## src/rtl/fwd_pkg.sv

```systemverilog
// Shared definitions for the operand-forwarding network:
// address width, special register tags, source codes, tag entry.
package fwd_pkg;

    localparam int AW = 6;

    localparam logic [AW-1:0] ZERO_ADDR = 6'd0;
    localparam logic [AW-1:0] HI_ADDR   = 6'd32;
    localparam logic [AW-1:0] LO_ADDR   = 6'd33;

    localparam logic [1:0] SRC_RF  = 2'b00;
    localparam logic [1:0] SRC_S0  = 2'b01;
    localparam logic [1:0] SRC_S1  = 2'b10;
    localparam logic [1:0] SRC_S2P = 2'b11;

    typedef struct packed {
        logic          v;
        logic [AW-1:0] wa;
    } tag_t;

    function automatic logic [1:0] src_of(input int k);
        if (k == 0)
            return SRC_S0;
        else if (k == 1)
            return SRC_S1;
        else
            return SRC_S2P;
    endfunction

endpackage

```

## src/rtl/fwd_match.sv

```systemverilog
// Per-channel operand resolver: picks the youngest in-flight
// producer of the requested register, else the register file.
module fwd_match
    import fwd_pkg::*;
#(
    parameter int DATA_W = 32,
    parameter int DEPTH  = 3
) (
    input  tag_t [DEPTH-1:0]        tags,
    input  logic [DEPTH*DATA_W-1:0] stage_data,
    input  logic [DEPTH-1:0]        stage_dvalid,
    input  logic                    en,
    input  logic [AW-1:0]           addr,
    input  logic [DATA_W-1:0]       rf_data,
    output logic [DATA_W-1:0]       data,
    output logic                    hazard,
    output logic [1:0]              src
);

    // Scan oldest to youngest so the youngest match is the one left standing.
    always_comb begin
        data   = rf_data;
        hazard = 1'b0;
        src    = SRC_RF;
        for (int k = DEPTH - 1; k >= 0; k--) begin
            if (tags[k].v && tags[k].wa == addr && addr != ZERO_ADDR) begin
                data   = stage_data[k*DATA_W +: DATA_W];
                hazard = en && !stage_dvalid[k];
                src    = src_of(k);
            end
        end
    end

endmodule

```

## src/rtl/fwd_bypass_net.sv

```systemverilog
// Operand-forwarding network: in-flight destination tag pipeline plus
// one resolver per read channel. FWD_STATS_EN adds hit/stall counters.
module fwd_bypass_net
    import fwd_pkg::*;
#(
    parameter int DATA_W      = 32,
    parameter int NREAD       = 2,
    parameter int DEPTH       = 3,
    parameter int FLUSH_DEPTH = 1
) (
    input  logic                    clk,
    input  logic                    reset,
    input  logic                    adv,
    input  logic                    flush,
    input  logic                    issue_we,
    input  logic [AW-1:0]           issue_wa,
    input  logic [DEPTH*DATA_W-1:0] stage_data,
    input  logic [DEPTH-1:0]        stage_dvalid,
    input  logic [NREAD-1:0]        rd_en,
    input  logic [NREAD*AW-1:0]     rd_addr,
    input  logic [NREAD*DATA_W-1:0] rf_data,
    output logic [NREAD*DATA_W-1:0] rd_data,
    output logic [NREAD-1:0]        rd_hazard,
    output logic [NREAD*2-1:0]      rd_src,
    output logic                    stall
`ifdef FWD_STATS_EN
    ,
    output logic [31:0]             fwd_hits,
    output logic [31:0]             stall_cycles
`endif
);

    tag_t [DEPTH-1:0] tags;
    tag_t [DEPTH-1:0] held;
    tag_t             entry_in;

    // Flush squashes the youngest stages before any shift happens.
    always_comb begin
        held = tags;
        for (int k = 0; k < DEPTH; k++) begin
            if (flush && k < FLUSH_DEPTH)
                held[k] = '0;
        end
        entry_in.v  = issue_we && issue_wa != ZERO_ADDR && !flush;
        entry_in.wa = issue_wa;
    end

    // Tag pipeline: shift on adv, otherwise hold (with flush applied).
    always_ff @(posedge clk or posedge reset) begin
        if (reset) begin
            tags <= '0;
        end else if (adv) begin
            tags[0] <= entry_in;
            for (int k = 1; k < DEPTH; k++)
                tags[k] <= held[k-1];
        end else begin
            tags <= held;
        end
    end

    for (genvar i = 0; i < NREAD; i++) begin : g_ch
        fwd_match #(
            .DATA_W(DATA_W),
            .DEPTH (DEPTH)
        ) u_match (
            .tags        (tags),
            .stage_data  (stage_data),
            .stage_dvalid(stage_dvalid),
            .en          (rd_en[i]),
            .addr        (rd_addr[i*AW +: AW]),
            .rf_data     (rf_data[i*DATA_W +: DATA_W]),
            .data        (rd_data[i*DATA_W +: DATA_W]),
            .hazard      (rd_hazard[i]),
            .src         (rd_src[i*2 +: 2])
        );
    end

    assign stall = |rd_hazard;

`ifdef FWD_STATS_EN
    logic hit;

    // A cycle counts as a hit if any live channel forwarded cleanly.
    always_comb begin
        hit = 1'b0;
        for (int i = 0; i < NREAD; i++) begin
            if (rd_en[i] && rd_src[i*2 +: 2] != SRC_RF && !rd_hazard[i])
                hit = 1'b1;
        end
    end

    // Saturating event counters.
    always_ff @(posedge clk or posedge reset) begin
        if (reset) begin
            fwd_hits     <= '0;
            stall_cycles <= '0;
        end else begin
            if (hit && fwd_hits != '1)
                fwd_hits <= fwd_hits + 32'd1;
            if (stall && stall_cycles != '1)
                stall_cycles <= stall_cycles + 32'd1;
        end
    end
`endif

endmodule

```

## config.mk

```make
export PLATFORM = sky130hd
export DESIGN_NAME = fwd_bypass_net
export DESIGN_NICKNAME = d
export VERILOG_FILES = /design/src/rtl/fwd_pkg.sv /design/src/rtl/fwd_match.sv /design/src/rtl/fwd_bypass_net.sv
export SDC_FILE = /design/constraint.sdc
export NUM_CORES = 1
export LEC_CHECK = 0
export CORE_ASPECT_RATIO = 0.7
export CORE_UTILIZATION = 40
export CTS_BUF_LIST = sky130_fd_sc_hd__clkbuf_4 sky130_fd_sc_hd__clkbuf_8
export DETAILED_ROUTE_END_ITERATION = 6
export PLACE_DENSITY = 0.89
export SLEW_MARGIN = 10
export SYNTH_ARGS = -nofsm -noshare
export SYNTH_HDL_FRONTEND = slang
export SYNTH_SLANG_ARGS = --single-unit
```

## constraint.sdc

```tcl
create_clock -name clk -period 6.1 [get_ports clk]
set_input_delay 1.22 -clock clk [delete_from_list [all_inputs] [get_ports clk]]
set_output_delay 1.22 -clock clk [all_outputs]
set_load 0.005 [all_outputs]
```

==> summary.md, run 1 <==
| Metric | Value |
|---|---|
| CP Launch Point | `rd_addr[10]` |
| Clk slew on worst S/H paths | `80 ps` |
| Cts repair resizes | `0` |
| Syn Area/Cell | `7.31 sq um` |
| Largest net degree at the start of global routing | `68` |
| Routability-driven placement congestion ratio | `0.960` |
| Worst path cell trace | `clkdlybuf4s50_1 -> xnor2_1 -> nand4_1 -> nor3_2 -> buf_4 -> o221ai_1 -> a22o_1 -> clkdlybuf4s50_1` |
| Std-Cell Rows | `29` |
| Mapped Area | `3850 sq um` |
| CTS buffer count | `3` |
| CTS sink count | `21` |
| Setup TNS | `0 ps` |
| Post-DP HPWL | `12,800 um` |
| Final period demand of the worst path | `5590 ps` |
| Port buffer count | `258` |
| WL/cell | `19.1 um` |
| Worst Hold Class | `register to register` |
| Max rail drop VDD | `117 uV` |
| Crit Path Max Fanout | `23` |
| Max-Cap Viols | `0` |
| Ant diodes | `0` |
| Seq/Total Area, Yosys | `13.6%` |
| Vias in the first global route | `5,323` |
| Seq cells post-synth | `21` |
| IO Pins | `259` |
| Mapped Nets | `715` |
| HP Start | `held[19]$_DFFE_PP0P_` |
| Tightest Pin Transition | `1130 ps` |
| DR vias/cell | `5.97` |
| Area of the core | `9220 sq um` |
| Hold Buf Count CTS | `0` |
| CTS max path bufs | `2` |
| Initial DRC Count | `424` |
| Clock Skew | `7.81 ps` |
| Placed insts | `869` |
| Critical Path End Type | `output pin` |
| Startpoint type of the worst setup path | `primary input` |
| DR vias | `5,208` |
| Starting Density | `41.8%` |
| Yosys warns | `0` |
| Post-CTS Setup Bufs | `0` |
| Critical Path AT | `4370 ps` |
| Max Clk Rate | `179 MHz` |
| Slew headroom | `24.2%` |
| GRT Overall Usage | `32.2%` |
| Util after Layout | `71.1%` |
| Post-route cell area | `6550 sq um` |
| Die X | `119 um` |
| Slowest Stage Delay on Critical Path | `840 ps` |
| Crit-path most repeated cell | `clkdlybuf4s50_1` |
| Power Total | `0.000625 W` |
| Non-Filler Instances | `873` |
| ANT nets after route | `0` |
| DRC Markers | `0` |
| Filler Cells Inserted | `724` |
| Status | `finished clean` |
| Area Overhead vs Synth | `70.0%` |
| Final setup vio count | `0` |
| Worst EP required | `4880 ps` |
| Grt total ovfl | `0` |
| Final-report max-slew violation count | `0` |
| Leakage power | `2.49 nW` |
| First-pass GRT wire length | `26,200 um` |
| Root Buffer | `clkbuf_8` |
| Cell Area, Placed | `6500 sq um` |
| Die Ht | `84.1 um` |
| Crit-path slowest cell | `nor3_2` |
| Worst R2R Start | `held[8]$_DFFE_PP0P_` |
| RSZ-0062 raised after global routing | `no` |
| H-tree depth | `1` |
| Detailed Route WL | `16,700 um` |
| Gate Count Post-Synth | `527` |
| Cell family with most CP delay | `buffers and inverters` |
| Share of cells above drive strength 1 | `8.54%` |
| PD cells | `95.5 nW/um^2` |
| Crit Path Class | `primary input to output pin` |
| Initial antenna violation count | `0` |
| CP bufs+invs | `3` |
| Die area | `10,000 sq um` |
| DR pass1 iterations | `5` |
| Synth cell types | `41` |
| CTS tree | `yes` |
| Layout Nets | `938` |
| Fin crit share | `91.6%` |
| Final Hold Fails | `0` |
| Worst-skew pair later-pin latency | `270 ps` |
==> power by group <==
part	switching, W	internal, W	total, W	leakage (nW)
Clock	0.0000481	0.0000511	0.0000993	0.0262
Combinational	0.000132	0.000227	0.000359	2.19
Sequential	0.0000168	0.000150	0.000167	0.276
==> cell families (layout without fill, tap and decap cells) <==
logic type      after synthesis  in the layout  share of synthesized area (%)
compound gates              211            211                           43.2
xor+xnor                     36             36                           8.18
buf+inv                      96            318                           11.5
flops                        21             21                           13.6
mux                          13             13                           3.60
simple gates                150            150                           19.9
==> cell usage in the layout (no fill, tap or decap), types with 25 or more instances in the layout <==
master,count
o21ai_1,29
o21ai_0,50
nand2_1,77
and2_1,32
a22o_1,29
o21a_1,30
a221oi_1,32
inv_1,42
o221ai_2,25
xnor2_1,31
clkdlybuf4s50_1,258
==> area by class of cell <==
class                           instances  area (sq um)  area share, %
Sequential cell                        21           526           8.02
Tap cell                              124           155           2.37
Multi-Input combinational cell        410          2910           44.5
Timing Repair Buffer                  272          2750           42.0
Clock buffer                            4          48.8          0.745
Inverter                               42           158           2.41
==> sequential cells by signal (all words and copies together), names as in the netlist <==
| name | cells |
|---|---|
| held | 14 |
| tags | 7 |
==> routing by layer <==
metal | track usage, % | share of wire [%]
met1 | 37.2 | 38
met2 | 58.5 | 50
met3 | 5.53 | 8.7
met4 | 13.9 | 3.4
met5 | 0 | 0
==> cell usage after synthesis <==
| cell type | number | area [sq um] |
|---|---|---|
| a22o_1 | 29 | 254 |
| nand2_1 | 77 | 289 |
| and3_1 | 1 | 6.26 |
| nor4b_2 | 1 | 15.0 |
| buf_2 | 16 | 80.1 |
| or4_4 | 1 | 11.3 |
| xnor2_1 | 31 | 272 |
| or4_1 | 3 | 22.5 |
| nor2_1 | 4 | 15.0 |
| mux2i_1 | 6 | 60.1 |
| xor2_1 | 5 | 43.8 |
| a21oi_1 | 2 | 10.0 |
| or3_1 | 4 | 25.0 |
| o221ai_1 | 4 | 35.0 |
| nor3_4 | 2 | 32.5 |
| a311oi_1 | 1 | 8.76 |
| dfrtp_1 | 21 | 526 |
| o211ai_1 | 2 | 15.0 |
| or2_2 | 1 | 6.26 |
| o221a_2 | 3 | 33.8 |
| or2_1 | 1 | 6.26 |
| a221oi_1 | 32 | 280 |
| clkbuf_1 | 28 | 105 |
| nand4_1 | 4 | 25.0 |
| inv_1 | 42 | 158 |
| buf_4 | 3 | 22.5 |
| o21a_1 | 30 | 225 |
| o22ai_1 | 2 | 12.5 |
| nor3_1 | 4 | 20.0 |
| o311ai_0 | 1 | 8.76 |
| or4b_1 | 1 | 10.0 |
| o21ai_1 | 29 | 145 |
| o311a_1 | 1 | 10.0 |
| nor4_1 | 1 | 6.26 |
| nand2b_1 | 8 | 50.1 |
| and2_1 | 32 | 200 |
| mux2_2 | 7 | 78.8 |
| nand3_1 | 5 | 25.0 |
| buf_6 | 7 | 78.8 |
| o21ai_0 | 50 | 250 |
| o221ai_2 | 25 | 375 |
==> path summary, 6_finish.rpt <==
check                           slack [ps]  depth (start not counted)              endpoint
worst min register to register         610                          1  held[19]$_DFFE_PP0P_
worst max-delay path                   510                          8           rd_data[33]
min in group asynchronous             1420                          2  held[20]$_DFFE_PP0P_
max in group asynchronous             4150                          2     tags[4]$_DFF_PP0_
worst max register to register        5240                          1  held[15]$_DFFE_PP0P_
worst min-delay path                   610                          1  held[19]$_DFFE_PP0P_
==> per-stage QoR <==
step	hold WS (ps)	setup WS, ps
2_1_floorplan	517	2130
5_1_grt	629	428
3_3_place_gp	579	636
6_report	609	513
4_1_cts	602	589
3_5_place_dp	590	580
(Power assumes the default switching activity.)
==> run 2: changes to the inputs <==
Settings changed: CTS_CLUSTER_SIZE set to 10, PLACE_DENSITY 0.89 to not set, PLACE_DENSITY_LB_ADDON set to 0.15.
==> run 2 against run 1 <==
Hold slack got worse by 11 ps. Sequential power barely moved. Utilization fell by 0.11 points. Clock skew fell by 6.0 ps. Critical path depth did not move. Clock-buffer cell count fell by 1. Clock power fell by 5.0%. Worst setup slack improved by 79 ps. Largest cell class unchanged. Largest power group unchanged.
==> summary.md, run 2 (synthesis results as in run 1) <==
| Metric | Value |
|---|---|
| Status | `finished clean` |
| Startpoint type of the worst setup path | `primary input` |
| Most common cell after layout, fill and taps aside | `clkdlybuf4s50_1` |
| CTS sink count | `21 (unchanged)` |
| Max Clk Rate | `182 MHz (+1.4%)` |
| Std-Cell Rows | `29 (unchanged)` |
| DR vias | `5,211 (+0.058%)` |
| Hold_ws | `598 ps (-11.2 ps)` |
| Initial DRC Count | `321 (-24%)` |
| Initial antenna violation count | `0 (unchanged)` |
| Power Total | `0.000622 W (-0.56%)` |
| Worst path cell trace | `clkdlybuf4s50_1 -> xnor2_1 -> nand3_1 -> nor3_2 -> buf_4 -> o221a_2 -> o21ai_0 -> clkdlybuf4s50_1` |
| Port buffer count | `258 (unchanged)` |
| H-tree depth | `1 (unchanged)` |
| Post-CTS Setup Bufs | `0 (unchanged)` |
| Clock Skew | `1.80 ps (-6.01 ps)` |
| Root Buffer | `clkbuf_8` |
| Worst-skew pair later-pin latency | `260 ps (about the same)` |
| Critical Path AT | `4290 ps (-80 ps)` |
| PD cells | `95.1 nW/um^2 (-0.41%)` |
| Share of cells above drive strength 1 | `9.03% (+0.49 points)` |
| Post-route cell area | `6540 sq um (-0.15%)` |
| Crit-path most repeated cell | `clkdlybuf4s50_1` |
| RSZ-0062 raised after global routing | `no` |
| CTS max path bufs | `2 (unchanged)` |
| Final Hold Fails | `0 (unchanged)` |
| Crit Path Class | `primary input to output pin` |
| Max rail drop VDD | `78.5 uV (-33%)` |
| Post-DP HPWL | `13,300 um (+4.0%)` |
| Routability-driven placement congestion ratio | `0.942 (-1.9%)` |
| Largest net degree at the start of global routing | `49 (-28%)` |
| Cts repair resizes | `0 (unchanged)` |
| Final setup vio count | `0 (unchanged)` |
| Fin crit share | `90.3% (-1.3 points)` |
| Die area | `10,000 sq um (unchanged)` |
| Final-report max-slew violation count | `0 (unchanged)` |
| Slew headroom | `22.4% (-1.8 points)` |
| Leakage power | `2.50 nW (about the same)` |
| Cell Area, Placed | `6490 sq um (-0.12%)` |
| Die Ht | `84.1 um (unchanged)` |
| Final period demand of the worst path | `5510 ps (-79.2 ps)` |
| Detailed Route WL | `17,600 um (+5.4%)` |
| CP bufs+invs | `3 (unchanged)` |
| Layout Nets | `942 (+0.43%)` |
| Slowest Stage Delay on Critical Path | `770 ps (-70 ps)` |
| Worst Hold Class | `register to register` |
| Max-Cap Viols | `0 (unchanged)` |
| Cell family with most CP delay | `buffers and inverters` |
| DR pass1 iterations | `5 (unchanged)` |
| Ant diodes | `0 (unchanged)` |
| CTS buffer count | `3 (unchanged)` |
| Critical Path End Type | `output pin` |
| Starting Density | `41.8% (unchanged)` |
| Tightest Pin Transition | `1160 ps (+30.1 ps)` |
| DRC Markers | `0 (unchanged)` |
| Util after Layout | `71.0% (-0.11 points)` |
| CTS tree | `yes` |
| IO Pins | `259 (unchanged)` |
| Area Overhead vs Synth | `69.7%` |
| Die X | `119 um (unchanged)` |
| Crit-path slowest cell | `nor3_2` |
| Area of the core | `9220 sq um (unchanged)` |
| DR vias/cell | `5.94 (-0.40%)` |
| Setup TNS | `0 ps (unchanged)` |
| Most frequent cells in the layout | `clkdlybuf4s50_1 (258), nand2_1 (77), o21ai_0 (50), inv_1 (42)` |
| Clk slew on worst S/H paths | `80 ps (about the same)` |
| First-pass GRT wire length | `27,300 um (+4.1%)` |
| Grt total ovfl | `0 (unchanged)` |
| Crit Path Max Fanout | `24 (+4.3%)` |
| Largest register FFs | `14 (unchanged)` |
| Worst EP required | `4880 ps (about the same)` |
| GRT Overall Usage | `34.2% (+2.0 points)` |
| ANT nets after route | `0 (unchanged)` |
| Vias in the first global route | `5,146 (-3.3%)` |
| WL/cell | `20.0 um (+4.9%)` |
| Hold Buf Count CTS | `0 (unchanged)` |
run 2: cell types whose count changed in the layout (fill, tap and decap cells not counted), sizes merged:
| cell | previous run | this run |
|---|---|---|
| buf | 14 | 18 |
| clkbuf | 4 | 3 |
| clkinv | 0 | 1 |
run 2: final cells by class:
cell class | count | area, sq um
clock buffer | 3 | 41.3
tap | 124 | 155
sequential | 21 | 526
multi-input combinational | 410 | 2910
inverter | 42 | 158
fill | 763 | 2680
timing repair buffer | 276 | 2740
clock inverter | 1 | 5.00
run 2: through the flow:
step | setup WS (ps) | cells
floorplan | 2130 | 527
global placement | 730 | 873
detailed placement | 661 | 873
CTS | 655 | 877
global route | 483 | 877
finish | 592 | 877
run 2: per-layer routing:
layer / part of all wire, % / wire, um / vias up / track usage, %
met5: 0 / 0 / - / 0
met4: 2.6 / 450 / 0 / 10.3
met3: 8.9 / 1570 / 35 / 7.65
met2: 49 / 8530 / 282 / 60.0
met1: 40 / 7030 / 2513 / 41.8
li1: - / - / 2381 / -
run 2: tightest hold or removal path, stage by stage (launching register included):
cell	delay (ps)
dfrtp_1	430
inv_1	70
mux2i_1	60
run 2: report_power, final:
group | internal [W] | leakage (nW) | switching [W]
Combinational | 0.000227 | 2.19 | 0.000134
Sequential | 0.000150 | 0.276 | 0.0000168
Clock | 0.0000456 | 0.0255 | 0.0000487
Total | 0.000423 | 2.50 | 0.000199
run 2: worst paths after layout:
kind | start | to | slack, ps | cells past startpoint
max | rd_addr[7] | rd_data[45] | 590 | 8
min | held[12]$_DFFE_PP0P_ | held[12]$_DFFE_PP0P_ | 600 | 2
max reg2reg | held[7]$_DFFE_PP0P_ | held[14]$_DFFE_PP0P_ | 5210 | 1
min reg2reg | held[12]$_DFFE_PP0P_ | held[12]$_DFFE_PP0P_ | 600 | 2
max in group asynchronous | reset | held[17]$_DFFE_PP0P_ | 4180 | 2
min in group asynchronous | reset | held[7]$_DFFE_PP0P_ | 1410 | 2
==> RTL edit: new RTL, settings of run 1 <==
`DEPTH` is set to 3 in 2 places; all go to 6.
--- a/src/rtl/fwd_match.sv
+++ b/src/rtl/fwd_match.sv
@@ -6,3 +6,3 @@
     parameter int DATA_W = 32,
-    parameter int DEPTH  = 3
+    parameter int DEPTH  = 6
 ) (
--- a/src/rtl/fwd_bypass_net.sv
+++ b/src/rtl/fwd_bypass_net.sv
@@ -7,3 +7,3 @@
     parameter int NREAD       = 2,
-    parameter int DEPTH       = 3,
+    parameter int DEPTH       = 6,
     parameter int FLUSH_DEPTH = 1
Ports: changed (resized stage_data and stage_dvalid); port bits go from 259 to 358. The function was not compared with the original's and may differ.
==> RTL edit against run 1 <==
- routed wire length is 110% higher
- cell count up 67%
- non-clock buffer count up 128
- power up 82%
- setup slack got worse by 0.30 ns
- register-to-register slack lost 0.04 ns
- critical path type unchanged
- combinational power grew 59%
- sequential cell count grew 21
- global-route usage is 6.4 points higher
- final area rose by 59%
- area after synthesis rose by 69%
- count of clock-buffer cells in the layout is 1 higher
- via count rose by 83%
==> RTL edit: results (changes against run 1) <==
Clock network
  • Post-CTS clock slew at the launch and capture registers of the worst setup and hold paths: 0.10 ns (+0.02 ns)
  • Total clock buffers created by CTS: 5 (+2)
  • Latest clock arrival within the worst-skew pair: 0.31 ns (+0.04 ns)
  • H-Tree Depth: 2 (+1)

Global routing
  • Maximum number of pins on one net before global-route repair: 51 (-25%)
  • Via count of the first global-routing pass: 8,936 (+68%)

Placed design
  • Post-Place Setup Slack: 0.3218 ns (-0.2582 ns)
  • Number of placed cells counting well taps: 1,454 (+67%)
  • Placed instance area: 10,330 um^2 (+59%)

Synth
  • Number of unique standard cell types used by synthesis: 48 (+17%)
  • Number of instances in the synthesized netlist: 952 (+81%)
  • Cell types with the largest area share after synthesis: dfrtp_1, nand2_1, xnor2_1, o21ai_0, nor2_1
  • Post-Syn Nets: 1,239 (+73%)

STA
  • Worst slew slack as a fraction of its limit: 28.98% (+4.8 points)
  • Final worst path period share: 96.45% (+4.9 points)

Worst setup path
  • Critical R2R Launch: held[10]$_DFFE_PP0P_
  • Critical path origin: rd_addr[3]
  • Capture instance of the worst register-to-register path: held[17]$_DFFE_PP0P_
  • Arrival time at the worst endpoint: 4.66 ns (+0.29 ns)
  • R2r setup slk: 5.20 ns (-0.04 ns)

Finish
  • Fraction of layout cells with a size suffix above 1: 9.509% (+0.96 points)
  • Final layout net count: 1,548 (+65%)
  • Fill count: 1,353 (+87%)

Run status
  • Run status: complete, no violations

Routing
  • Wire length per cell: 23.51 um (+23%)

Worst hold path
  • Hold Crit Endpoint: held[41]$_DFFE_PP0P_
  • Start point of the worst hold path: held[41]$_DFFE_PP0P_

Pwr
  • Max VDD drop: 91.81 uV (-22%)
  • Power after layout: 0.001136 W (+82%)
[RTL edit: cell count changes after synthesis, sizes merged, moves of 31 or more]
cell / run 1 / this run
nand3: 5 / 40
nand2: 77 / 175
a311oi: 1 / 58
and2: 32 / 1
inv: 42 / 8
o22ai: 2 / 34
a21oi: 2 / 72
nor2: 4 / 100
xnor2: 31 / 67
[RTL edit: cells by family (layout without fill, tap and decap cells)]
| group | after synthesis | count (layout) | synth area share [%] |
|---|---|---|---|
| AO/OA/AOI/OAI | 313 | 313 | 33.99 |
| XOR/XNOR | 72 | 72 | 9.711 |
| buffers and inverters | 106 | 416 | 7.996 |
| flip-flops | 42 | 42 | 16.19 |
| multiplexers | 34 | 34 | 5.780 |
| AND/OR/NAND/NOR | 385 | 385 | 26.34 |
[RTL edit: worst max-delay path, cell delays in order]
cell and delay, ns:
clkdlybuf4s50_1 0.65, nor4_2 0.39, and2_0 0.46, or3_2 0.29, buf_4 0.22, buf_4 0.21, nor2_1 0.05, a311oi_1 0.23
a21oi_1 0.07, o21ai_0 0.29, clkdlybuf4s50_1 0.56
[RTL edit: area by class of cell]
| cell class | instances | area, um^2 | area share, % |
|---|---|---|---|
| clock buffers | 5 | 68.82 | 0.6598 |
| clock inverters | 3 | 27.53 | 0.2639 |
| inverters | 8 | 30.03 | 0.2879 |
| multi-input cells | 804 | 4999 | 47.92 |
| flip-flops and latches | 42 | 1051 | 10.08 |
| well taps | 200 | 250.2 | 2.399 |
| repair buffers | 400 | 4004 | 38.39 |
[RTL edit: metal layers]
layer	global-route usage (%)	share of wire, %	vias up
met3	11.94	13	161
met1	49.72	39	4393
li1	-	-	4110
met5	0	0	-
met4	18.67	4.8	0
met2	58.86	42	865
